<file path="config.mk">
export PLATFORM = sky130hd
export DESIGN_NAME = cnn_mac_share_ctrl_flat
export DESIGN_NICKNAME = d
export VERILOG_FILES = /design/src/rtl/cnn_mac_pkg.sv /design/src/rtl/cnn_mac_share_ctrl_if.sv /design/src/rtl/cnn_mac_rr_arb.sv /design/src/rtl/cnn_mul_mul_14s_8g8j.sv /design/src/rtl/cnn_mac_share_ctrl.sv /design/src/flat_wrapper.sv
export SDC_FILE = /design/constraint.sdc
export NUM_CORES = 1
export LEC_CHECK = 0
export CAP_MARGIN = 20
export CELL_PAD_IN_SITES_DETAIL_PLACEMENT = 1
export CELL_PAD_IN_SITES_GLOBAL_PLACEMENT = 1
export CORE_ASPECT_RATIO = 0.5
export CORE_MARGIN = 4
export CORE_UTILIZATION = 40
export DETAILED_ROUTE_END_ITERATION = 8
export PLACE_DENSITY_LB_ADDON = 0.1
export SLEW_MARGIN = 20
export SYNTH_ARGS = -nofsm -noshare
export SYNTH_HDL_FRONTEND = slang
export SYNTH_HIERARCHICAL = 1
export SYNTH_SLANG_ARGS = --single-unit
</file>
<file path="constraint.sdc">
create_clock -name ap_clk -period 4.3 [get_ports ap_clk]
set_clock_uncertainty 0.1 [all_clocks]
set_input_delay 0.86 -clock ap_clk [delete_from_list [all_inputs] [get_ports ap_clk]]
set_output_delay 0.86 -clock ap_clk [all_outputs]
set_load 0.05 [all_outputs]
</file>
<file path="src/rtl/cnn_mac_pkg.sv">
// cnn_mac_pkg: shared widths and pipeline stage records for the MAC-sharing controller
package cnn_mac_pkg;
  localparam int A_W = 14;
  localparam int B_W = 8;
  localparam int P_W = 22;
  localparam int ACC_W_DEF = 32;
  localparam int ID_MAX_W = 3;
  typedef struct packed {
    logic [A_W-1:0] a;
    logic [B_W-1:0] b;
    logic last;
    logic [ID_MAX_W-1:0] id;
  } s1_t;
  typedef struct packed {
    logic [P_W-1:0] p;
    logic last;
    logic [ID_MAX_W-1:0] id;
  } s2_t;
endpackage

</file>
<file path="src/rtl/cnn_mac_share_ctrl_if.sv">
// cnn_mac_share_ctrl_if: per-lane beat streams in, one backpressured result stream out
interface cnn_mac_share_ctrl_if #(
  parameter int NUM_REQ = 4,
  parameter int ID_W = 2,
  parameter int ACC_W = 32
);
  logic [NUM_REQ-1:0] in_valid;
  logic [NUM_REQ-1:0] in_ready;
  logic [NUM_REQ*14-1:0] in_a;
  logic [NUM_REQ*8-1:0] in_b;
  logic [NUM_REQ-1:0] in_last;
  logic res_valid;
  logic res_ready;
  logic [ACC_W-1:0] res_data;
  logic [ID_W-1:0] res_id;
  logic busy;
  modport master (
    output in_valid, in_a, in_b, in_last, res_ready,
    input in_ready, res_valid, res_data, res_id, busy
  );
  modport slave (
    input in_valid, in_a, in_b, in_last, res_ready,
    output in_ready, res_valid, res_data, res_id, busy
  );
endinterface

</file>
<file path="src/rtl/cnn_mac_rr_arb.sv">
// cnn_mac_rr_arb: round-robin grant searching upward from the last winner
module cnn_mac_rr_arb #(
  parameter int NUM_REQ = 4,
  parameter int ID_W = 2
) (
  input logic clk,
  input logic rst,
  input logic [NUM_REQ-1:0] req,
  input logic en,
  output logic [NUM_REQ-1:0] grant,
  output logic [ID_W-1:0] gid,
  output logic any
);
  logic [ID_W-1:0] ptr;
  always_comb begin
    gid = '0;
    any = 1'b0;
    for (int k = 1; k <= NUM_REQ; k++)
      if (!any && req[ID_W'((int'(ptr) + k) % NUM_REQ)]) begin
        any = 1'b1;
        gid = ID_W'((int'(ptr) + k) % NUM_REQ);
      end
    grant = any ? NUM_REQ'(1) << gid : '0;
  end
  always_ff @(posedge clk)
    if (rst) ptr <= ID_W'(NUM_REQ - 1);
    else if (en && any) ptr <= gid;
endmodule

</file>
<file path="src/rtl/cnn_mul_mul_14s_8g8j.sv">
// cnn_mul_mul_14s_8g8j: 14-bit signed by 8-bit unsigned multiplier, 22-bit product
module cnn_mul_mul_14s_8g8j
  import cnn_mac_pkg::*;
(
  input logic [A_W-1:0] din0,
  input logic [B_W-1:0] din1,
  output logic [P_W-1:0] dout
);
  assign dout = $signed({{(P_W-A_W){din0[A_W-1]}}, din0}) * $signed({{(P_W-B_W){1'b0}}, din1});
endmodule

</file>
<file path="src/rtl/cnn_mac_share_ctrl.sv">
// cnn_mac_share_ctrl: shares one multiplier across lanes, per-lane accumulators, one result port
module cnn_mac_share_ctrl
  import cnn_mac_pkg::*;
#(
  parameter int NUM_REQ = 4,
  parameter int ID_W = 2,
  parameter int ACC_W = ACC_W_DEF
) (
  input logic ap_clk,
  input logic ap_rst,
  cnn_mac_share_ctrl_if.slave bus
);
  logic [NUM_REQ-1:0] grant;
  logic [ID_W-1:0] gid, sid;
  logic any, stall, hs, v1, v2;
  s1_t s1;
  s2_t s2;
  logic [P_W-1:0] prod;
  logic [ACC_W-1:0] acc [NUM_REQ];
  logic [ACC_W-1:0] sum;
  assign stall = bus.res_valid & ~bus.res_ready;
  assign hs = any & ~stall & ~ap_rst;
  assign bus.in_ready = hs ? grant : '0;
  assign bus.busy = v1 | v2 | bus.res_valid;
  assign sid = ID_W'(s2.id);
  assign sum = acc[sid] + {{(ACC_W-P_W){s2.p[P_W-1]}}, s2.p};
  cnn_mac_rr_arb #(.NUM_REQ(NUM_REQ), .ID_W(ID_W)) u_arb (
    .clk(ap_clk), .rst(ap_rst), .req(bus.in_valid), .en(~stall), .grant(grant), .gid(gid), .any(any)
  );
  cnn_mul_mul_14s_8g8j u_mul (.din0(s1.a), .din1(s1.b), .dout(prod));
  always_ff @(posedge ap_clk)
    if (ap_rst) begin
      v1 <= 1'b0;
      v2 <= 1'b0;
      s1 <= '0;
      s2 <= '0;
      for (int i = 0; i < NUM_REQ; i++) acc[i] <= '0;
      bus.res_valid <= 1'b0;
      bus.res_data <= '0;
      bus.res_id <= '0;
    end else if (!stall) begin
      v1 <= hs;
      if (hs)
        s1 <= '{a: bus.in_a[int'(gid)*A_W +: A_W], b: bus.in_b[int'(gid)*B_W +: B_W],
                last: bus.in_last[gid], id: ID_MAX_W'(gid)};
      v2 <= v1;
      s2 <= '{p: prod, last: s1.last, id: s1.id};
      bus.res_valid <= v2 & s2.last;
      if (v2 && s2.last) begin
        bus.res_data <= sum;
        bus.res_id <= sid;
        acc[sid] <= '0;
      end else if (v2) acc[sid] <= sum;
    end
endmodule

</file>
<file path="src/flat_wrapper.sv">
// flat-port wrapper written by rule: the top's interface ports become plain ports
module cnn_mac_share_ctrl_flat import cnn_mac_pkg::*;
#(
  parameter int NUM_REQ = 4,
  parameter int ID_W = 2,
  parameter int ACC_W = ACC_W_DEF
)
  (ap_clk, ap_rst, bus_in_valid, bus_in_a, bus_in_b, bus_in_last, bus_res_ready, bus_in_ready, bus_res_valid, bus_res_data, bus_res_id, bus_busy);
  cnn_mac_share_ctrl_if #(.NUM_REQ(NUM_REQ), .ID_W(ID_W), .ACC_W(ACC_W)) bus_i ();
  input logic ap_clk;
  input logic ap_rst;
  input wire logic [$bits(bus_i.in_valid)-1:0] bus_in_valid;
  input wire logic [$bits(bus_i.in_a)-1:0] bus_in_a;
  input wire logic [$bits(bus_i.in_b)-1:0] bus_in_b;
  input wire logic [$bits(bus_i.in_last)-1:0] bus_in_last;
  input wire logic [$bits(bus_i.res_ready)-1:0] bus_res_ready;
  output wire logic [$bits(bus_i.in_ready)-1:0] bus_in_ready;
  output wire logic [$bits(bus_i.res_valid)-1:0] bus_res_valid;
  output wire logic [$bits(bus_i.res_data)-1:0] bus_res_data;
  output wire logic [$bits(bus_i.res_id)-1:0] bus_res_id;
  output wire logic [$bits(bus_i.busy)-1:0] bus_busy;
  assign bus_i.in_valid = bus_in_valid;
  assign bus_i.in_a = bus_in_a;
  assign bus_i.in_b = bus_in_b;
  assign bus_i.in_last = bus_in_last;
  assign bus_i.res_ready = bus_res_ready;
  assign bus_in_ready = bus_i.in_ready;
  assign bus_res_valid = bus_i.res_valid;
  assign bus_res_data = bus_i.res_data;
  assign bus_res_id = bus_i.res_id;
  assign bus_busy = bus_i.busy;
  cnn_mac_share_ctrl #(.NUM_REQ(NUM_REQ), .ID_W(ID_W), .ACC_W(ACC_W)) u_core (.ap_clk(ap_clk), .ap_rst(ap_rst), .bus(bus_i));
endmodule
</file>
==> impl_results.md, run 1 <==
* Crit. End Element: register
* CTS buffer count at 24
* Power consumption at 0.008748 W
* First-pass GRT wire length at 82.19 mm
* Setup CP Type: reg2reg
* Post-placement cell area at 18,190 um^2
* Sequential area share after synthesis at 0.3691
* P&R area growth vs syn at 27.04%
* Async S/R FF share, synth at 0
* Setup TNS at -2.167 ns
* Syn Area/Cell at 9.802 um^2
* Row Count at 50
* Layout Cells excl Fill at 2,330
* Routed wl met3 at 3.054 mm
* Yosys reg bits at 219
* Top cells by area, synth: edfxtp_1, dfxtp_1, fa_1, mux4_2, ha_1
* Fin nets at 2,053
* Met2 Wirelength at 24.49 mm
* Req. time, crit path at 4.68 ns
* Worst slew margin at 0.3571
* DRT iter0 DRCs at 712
* Antenna violations before repair at 1
* Peak supply drop at 0.0002872 V
* Grt ovf at 0
* CTS root buf: clkbuf_16
* Vias in the first global route at 13.77k
* Met1 wire length at 24.01 mm
* Core area at 37,600 um^2
* GP Congestion at 0.9441
* Dominant synthesized flop cell: edfxtp_1
* Htree depth at 1
* Hpwl dp at 40.22 mm
* Min-Delay Path Class: reg2reg
* CTS tree: yes
* Drt via density at 5.371
* Pre-Repair DR Iteration Count at 5
* Syn nets at 1,828
* Yosys top cell area share at 0.2504
* Maxcap violations at 0
* Pwr dens at 448.6 nW/um^2
* Final WS setup at -0.2830 ns
* Most frequent cells in the layout: nand2_1, buf_4, inv_1
* Worst-Margin Slew at 0.9643 ns
* Pin count of the biggest net entering global routing at 83
* Share of cells above drive strength 1 at 0.2045
* Placed insts at 2,271
* Port-buffer cells at 138
* Die Y at 146.5 um
* CP Max Fanout at 6
* Status: finished with violations
* Ys Warns at 6
* Hold Buf Count CTS at 0
* Post-route cell area at 19,500 um^2
* Final setup violation count at 11
* Leakage power at 8.082 nW
* Post-Route WL at 52.76 mm
* Post-synth EDFFs at 128
* Highest clock rate at 0.2182 GHz
* Via count at 12.52k
* Die width at 285.0 um
* Cell taking the most area after synthesis: edfxtp_1
* Remaining DRCs at 0
* Clk slew on worst S/H paths at 0.07 ns
* Final period util at 1.066
* Routed len/inst at 22.64 um
* I/O Pins at 139
* Slew Limit Fails at 0
* Commonest non-fill, non-tap cell in the layout: nand2_1
* Clock sinks at 219
* Total GRT Usage at 0.2529
* Insertion delay to the later sink of the worst-skew pair at 0.57 ns
* Post-Synthesis Cells at 1,566
* CTS Buffer Depth at 3
* Tmin final at 4.583 ns
* DR top layer: met4
* Unrepaired setup endpoints after global routing: yes
* Initial Util at 0.4083
* Final Hold Viols at 0
* Synth unique cells at 83
* Crit path DAT at 4.96 ns
* Final ANT Viol Nets at 0
* Die footprint at 41,760 um^2
* Failing checks: negative setup slack
* Cell Area, Synth at 15,350 um^2
* Worst setup SP type: register
[what timing repair did]
| action | in CTS | in global routing |
|---|---|---|
| setup buffers | 11 | 3 |
| pin swaps | 32 | 19 |
| gates resized for setup | 76 | 21 |
| endpoints found under the setup margin | 12 | 22 |
[kinds of logic after synthesis]
| logic type | share of synthesized area |
|---|---|
| simple gates | 0.1743 |
| compound gates | 0.1115 |
| buf+inv | 0.06203 |
| flops | 0.3691 |
| fa+ha+maj | 0.1764 |
| mux | 0.08339 |
| xor+xnor | 0.02331 |
[worst max-delay path: stages, from the launching register on]
cell,delay [ns]
dfxtp_4,0.43
buf_6,0.14
nand2_1,0.06
fa_1,0.49
inv_1,0.06
fa_1,0.48
fa_1,0.61
fa_1,0.48
ha_1,0.35
and3_1,0.20
and3_4,0.21
a221oi_4,0.08
or4b_1,0.53
nand3_1,0.09
nand2_1,0.05
a21oi_1,0.15
[power by group]
| part | internal, W | leakage [nW] | total (W) | switching, W |
|---|---|---|---|---|
| Combinational | 0.00161 | 5.59 | 0.00388 | 0.00227 |
| Clock | 0.00129 | 0.415 | 0.00225 | 0.000957 |
| Sequential | 0.00241 | 2.08 | 0.00262 | 0.000214 |
[sequential cells by signal (all words and copies together), names as in the netlist, named ones only]
register,cells
u_core/acc,128
u_core/bus.res_data,32
u_core/s1,25
u_core/s2,25
u_core/bus.res_id,2
u_core/u_arb/ptr,2
u_core/bus.res_valid,1
u_core/v1,1
u_core/v2,1
[final cells by class]
class / count / area (um^2)
sequential: 219 / 5720
timing repair buffer: 287 / 2574
antenna: 1 / 2.502
multi-input combinational: 1109 / 9133
inverter: 150 / 568.0
clock inverter: 13 / 185.2
clock buffer: 31 / 666.9
tap: 520 / 650.6
fill: 4147 / 18100
[worst paths after layout]
path | to | cells after the start | start | slack (ns)
worst max register to register | u_core/s2[22]$_SDFFE_PP0N_ | 15 | u_core/s1[6]$_SDFFE_PP0P_ | -0.28
worst min register to register | u_core/bus.res_data[27]$_SDFFE_PP0P_ | 2 | u_core/bus.res_data[27]$_SDFFE_PP0P_ | 0.35
worst max-delay path | u_core/s2[22]$_SDFFE_PP0N_ | 15 | u_core/s1[6]$_SDFFE_PP0P_ | -0.28
worst min-delay path | u_core/bus.res_data[27]$_SDFFE_PP0P_ | 2 | u_core/bus.res_data[27]$_SDFFE_PP0P_ | 0.35
[synth_stat cells, types with 5 or more instances]
| master | number |
|---|---|
| nand2_1 | 245 |
| inv_1 | 149 |
| nor2_1 | 137 |
| edfxtp_1 | 128 |
| a21oi_1 | 118 |
| dfxtp_1 | 91 |
| fa_1 | 89 |
| ha_1 | 74 |
| and2_1 | 64 |
| mux4_2 | 55 |
| clkbuf_1 | 48 |
| o21ai_0 | 37 |
| buf_2 | 30 |
| xnor2_1 | 26 |
| nand3_1 | 25 |
| nand4_1 | 20 |
| nor3_1 | 20 |
| a31oi_1 | 18 |
| a21o_1 | 15 |
| and3_1 | 13 |
| xor2_1 | 13 |
| o21a_1 | 10 |
| or2_2 | 9 |
| a211oi_1 | 8 |
| buf_1 | 7 |
| o21bai_1 | 7 |
| or3_1 | 7 |
| o211ai_1 | 6 |
| nor3b_1 | 5 |
[metrics by stage]
stage	utilization	setup WS (ns)	hold WS, ns
floorplan	-	-0.09540	0.3362
global placement	0.4837	-0.3456	0.3398
detailed placement	0.4837	-0.4199	0.3472
CTS	0.5154	-0.2527	0.3525
global route	0.5186	-0.4763	0.3764
finish	0.5186	-0.2830	0.3493
[routing by layer]
layer	global-route usage	vias to the layer above
met1	0.3457	6333
li1	-	5843
met2	0.4180	273
met3	0.05023	66
met4	0.05954	0
met5	0	-
Note: power is estimated with default switching activity, not from simulation.
==> run 2, diff against run 1 <==
--- a/config.mk
+++ b/config.mk
@@ -13,6 +13,7 @@
 export CORE_UTILIZATION = 40
 export DETAILED_ROUTE_END_ITERATION = 8
 export PLACE_DENSITY_LB_ADDON = 0.1
+export SETUP_SLACK_MARGIN = 0.4
 export SLEW_MARGIN = 20
 export SYNTH_ARGS = -nofsm -noshare
 export SYNTH_HDL_FRONTEND = slang
==> impl_results.md, run 2 (synthesized netlist as in run 1, its figures left out) <==
* Crit path DAT at 4.96 ns (about the same)
* Die footprint at 41,760 um^2 (unchanged)
* Share of cells above drive strength 1 at 0.2136 (was 0.2045)
* Hpwl dp at 40.75 mm (was 40.22 mm)
* Grt ovf at 0 (unchanged)
* I/O Pins at 139 (unchanged)
* Tmin final at 4.600 ns (was 4.583 ns)
* Post-placement cell area at 18,290 um^2 (was 18,190 um^2)
* Initial Util at 0.4083 (unchanged)
* Worst-Margin Slew at 0.9875 ns (was 0.9643 ns)
* Via count at 12.53k (was 12.52k)
* Final setup violation count at 10 (was 11)
* Unrepaired setup endpoints after global routing: yes (unchanged)
* CTS tree: yes (unchanged)
* CTS root buf: clkbuf_16 (unchanged)
* Crit. End Element: register (unchanged)
* Die Y at 146.5 um (unchanged)
* Final ANT Viol Nets at 0 (unchanged)
* Final period util at 1.070 (was 1.066)
* Setup CP Type: reg2reg (unchanged)
* Antenna violations before repair at 0 (was 1)
* Final core utilization at 0.5202 (was 0.5186)
* Htree depth at 1 (unchanged)
* Fin nets at 2,054 (was 2,053)
* Core area at 37,600 um^2 (unchanged)
* Insertion delay to the later sink of the worst-skew pair at 0.55 ns (was 0.57 ns)
* Highest clock rate at 0.2174 GHz (was 0.2182 GHz)
* Total GRT Usage at 0.2521 (was 0.2529)
* Regs by FF count: u_core/acc (128), u_core/bus.res_data (32) (unchanged)
* Final Hold Viols at 0 (unchanged)
* Drt via density at 5.383 (was 5.371)
* Die width at 285.0 um (unchanged)
* Maxcap violations at 0 (unchanged)
* Setup slack at placement at -0.3558 ns (was -0.4199 ns)
* Leakage power at 8.133 nW (was 8.082 nW)
* Peak supply drop at 0.0002957 V (was 0.0002872 V)
* Worst r2r src: u_core/s1[4]$_SDFFE_PP0P_ (was u_core/s1[6]$_SDFFE_PP0P_)
* Row Count at 50 (unchanged)
* Clock sinks at 219 (unchanged)
* CTS buffer count at 23 (was 24)
* DRT iter0 DRCs at 803 (was 712)
* Vias in the first global route at 13.50k (was 13.77k)
* P&R area growth vs syn at 27.42% (was 27.04%)
* Pwr dens at 444.6 nW/um^2 (was 448.6 nW/um^2)
* Hold Buf Count CTS at 0 (unchanged)
* Number of flip-flops in the largest register at 128 (unchanged)
* CTS Buffer Depth at 3 (unchanged)
* Worst slew margin at 0.3417 (was 0.3571)
* Crit path capture: u_core/s2[25]$_SDFFE_PP0N_ (was u_core/s2[22]$_SDFFE_PP0N_)
* Port-buffer cells at 138 (unchanged)
* Clk slew on worst S/H paths at 0.06 ns (was 0.07 ns)
* Remaining DRCs at 0 (unchanged)
* First-pass GRT wire length at 81.76 mm (was 82.19 mm)
* Post-Route WL at 53.03 mm (was 52.76 mm)
* Slew Limit Fails at 0 (unchanged)
* Final WS setup at -0.3001 ns (was -0.2830 ns)
* Failing checks: negative setup slack (unchanged)
* Critical Path Start: u_core/s1[4]$_SDFFE_PP0P_ (was u_core/s1[6]$_SDFFE_PP0P_)
* Fin Hold WS at 0.3557 ns (was 0.3493 ns)
* Worst setup SP type: register (unchanged)
* Layout Cells excl Fill at 2,327 (was 2,330)
* Routed len/inst at 22.79 um (was 22.64 um)
* Most frequent cells in the layout: nand2_1, nor2_1, buf_4 (was nand2_1, buf_4, inv_1)
* R2r endpoint: u_core/s2[25]$_SDFFE_PP0N_ (was u_core/s2[22]$_SDFFE_PP0N_)
* Antenna cells at 0 (was 1)
* Placed insts at 2,272 (was 2,271)
* Reg2reg setup slack at -0.30 ns (was -0.28 ns)
* Min-Delay Path Class: reg2reg (unchanged)
* Pre-Repair DR Iteration Count at 5 (unchanged)
* Most flop-heavy register: u_core/acc (unchanged)
* CP Max Fanout at 6 (unchanged)
* Req. time, crit path at 4.66 ns (was 4.68 ns)
* Pin count of the biggest net entering global routing at 83 (unchanged)
* Status: finished with violations (unchanged)
* GP Congestion at 0.9506 (was 0.9441)
* Worst reg2reg path depth at 17 (was 15)
* Commonest non-fill, non-tap cell in the layout: nand2_1 (unchanged)
* Post-route cell area at 19,560 um^2 (was 19,500 um^2)
==> run 2: changes by cell type in the layout (fill, tap and decap cells not counted), moves of 5 or more <==
| cell | delta |
|---|---|
| inv_1 | -6 |
| a21oi_1 | -6 |
| inv_2 | +6 |
| buf_4 | -5 |
==> run 2: final cells by class <==
type / count / area, um^2
fillers: 4157 / 18040
multi-input cells: 1109 / 9235
flip-flops and latches: 219 / 5717
repair buffers: 289 / 2641
well taps: 520 / 650.6
clock buffers: 26 / 586.8
inverters: 150 / 568.0
clock inverters: 14 / 160.2
==> run 2: how the worst min path moves through the flow <==
| stage | depth (start not counted) | endpoint | startpoint |
|---|---|---|---|
| 5_1_grt | 2 | u_core/bus.res_data[6]$_SDFFE_PP0P_ | u_core/bus.res_data[6]$_SDFFE_PP0P_ |
| 4_1_cts | 2 | u_core/bus.res_data[1]$_SDFFE_PP0P_ | u_core/bus.res_data[1]$_SDFFE_PP0P_ |
| 6_report | 2 | u_core/bus.res_data[6]$_SDFFE_PP0P_ | u_core/bus.res_data[6]$_SDFFE_PP0P_ |
| 3_3_place_gp | 2 | u_core/bus.res_data[23]$_SDFFE_PP0P_ | u_core/bus.res_data[23]$_SDFFE_PP0P_ |
| 2_1_floorplan | 2 | u_core/s2[9]$_SDFFE_PP0N_ | u_core/s2[9]$_SDFFE_PP0N_ |
| 3_5_place_dp | 2 | u_core/bus.res_data[6]$_SDFFE_PP0P_ | u_core/bus.res_data[6]$_SDFFE_PP0P_ |
==> run 2: what timing repair did <==
action,4_1_cts,5_1_grt
pin swaps,21,29
endpoints found under the setup margin,49,49
setup buffers,7,8
resized for setup,68,46
==> run 2: through the flow <==
stage,setup TNS [ns],power (W)
2_1_floorplan,-0.2417,0.004877
3_3_place_gp,-2.506,0.006277
3_5_place_dp,-3.002,0.006360
4_1_cts,-1.972,0.008618
5_1_grt,-4.203,0.009227
6_report,-2.249,0.008696
==> run 2: per-layer routing <==
metal,up-vias,part of all wire,track usage
met1,6423,0.46,0.3573
met3,47,0.036,0.02995
li1,5838,-,-
met4,0,0.017,0.04285
met5,-,0,0
met2,219,0.48,0.4250
==> run 2: critical path, cell delays in order (launching register included) <==
cell and delay, ns:
dfxtp_4 0.36, buf_12 0.14, buf_4 0.14, nand2_2 0.09, fa_2 0.48, buf_4 0.18
fa_2 0.49, buf_4 0.16, fa_1 0.49, fa_1 0.49, inv_1 0.05, ha_1 0.28
and4_1 0.22, a221o_1 0.32, a31oi_2 0.20, xnor2_1 0.14, nand2_1 0.06, a21oi_1 0.13
==> run 2: report_power, final <==
part	switching (W)	internal (W)	total, W
sequential	0.000206	0.00241	0.00261
clock	0.000899	0.00117	0.00207
combinational	0.00232	0.00169	0.00402
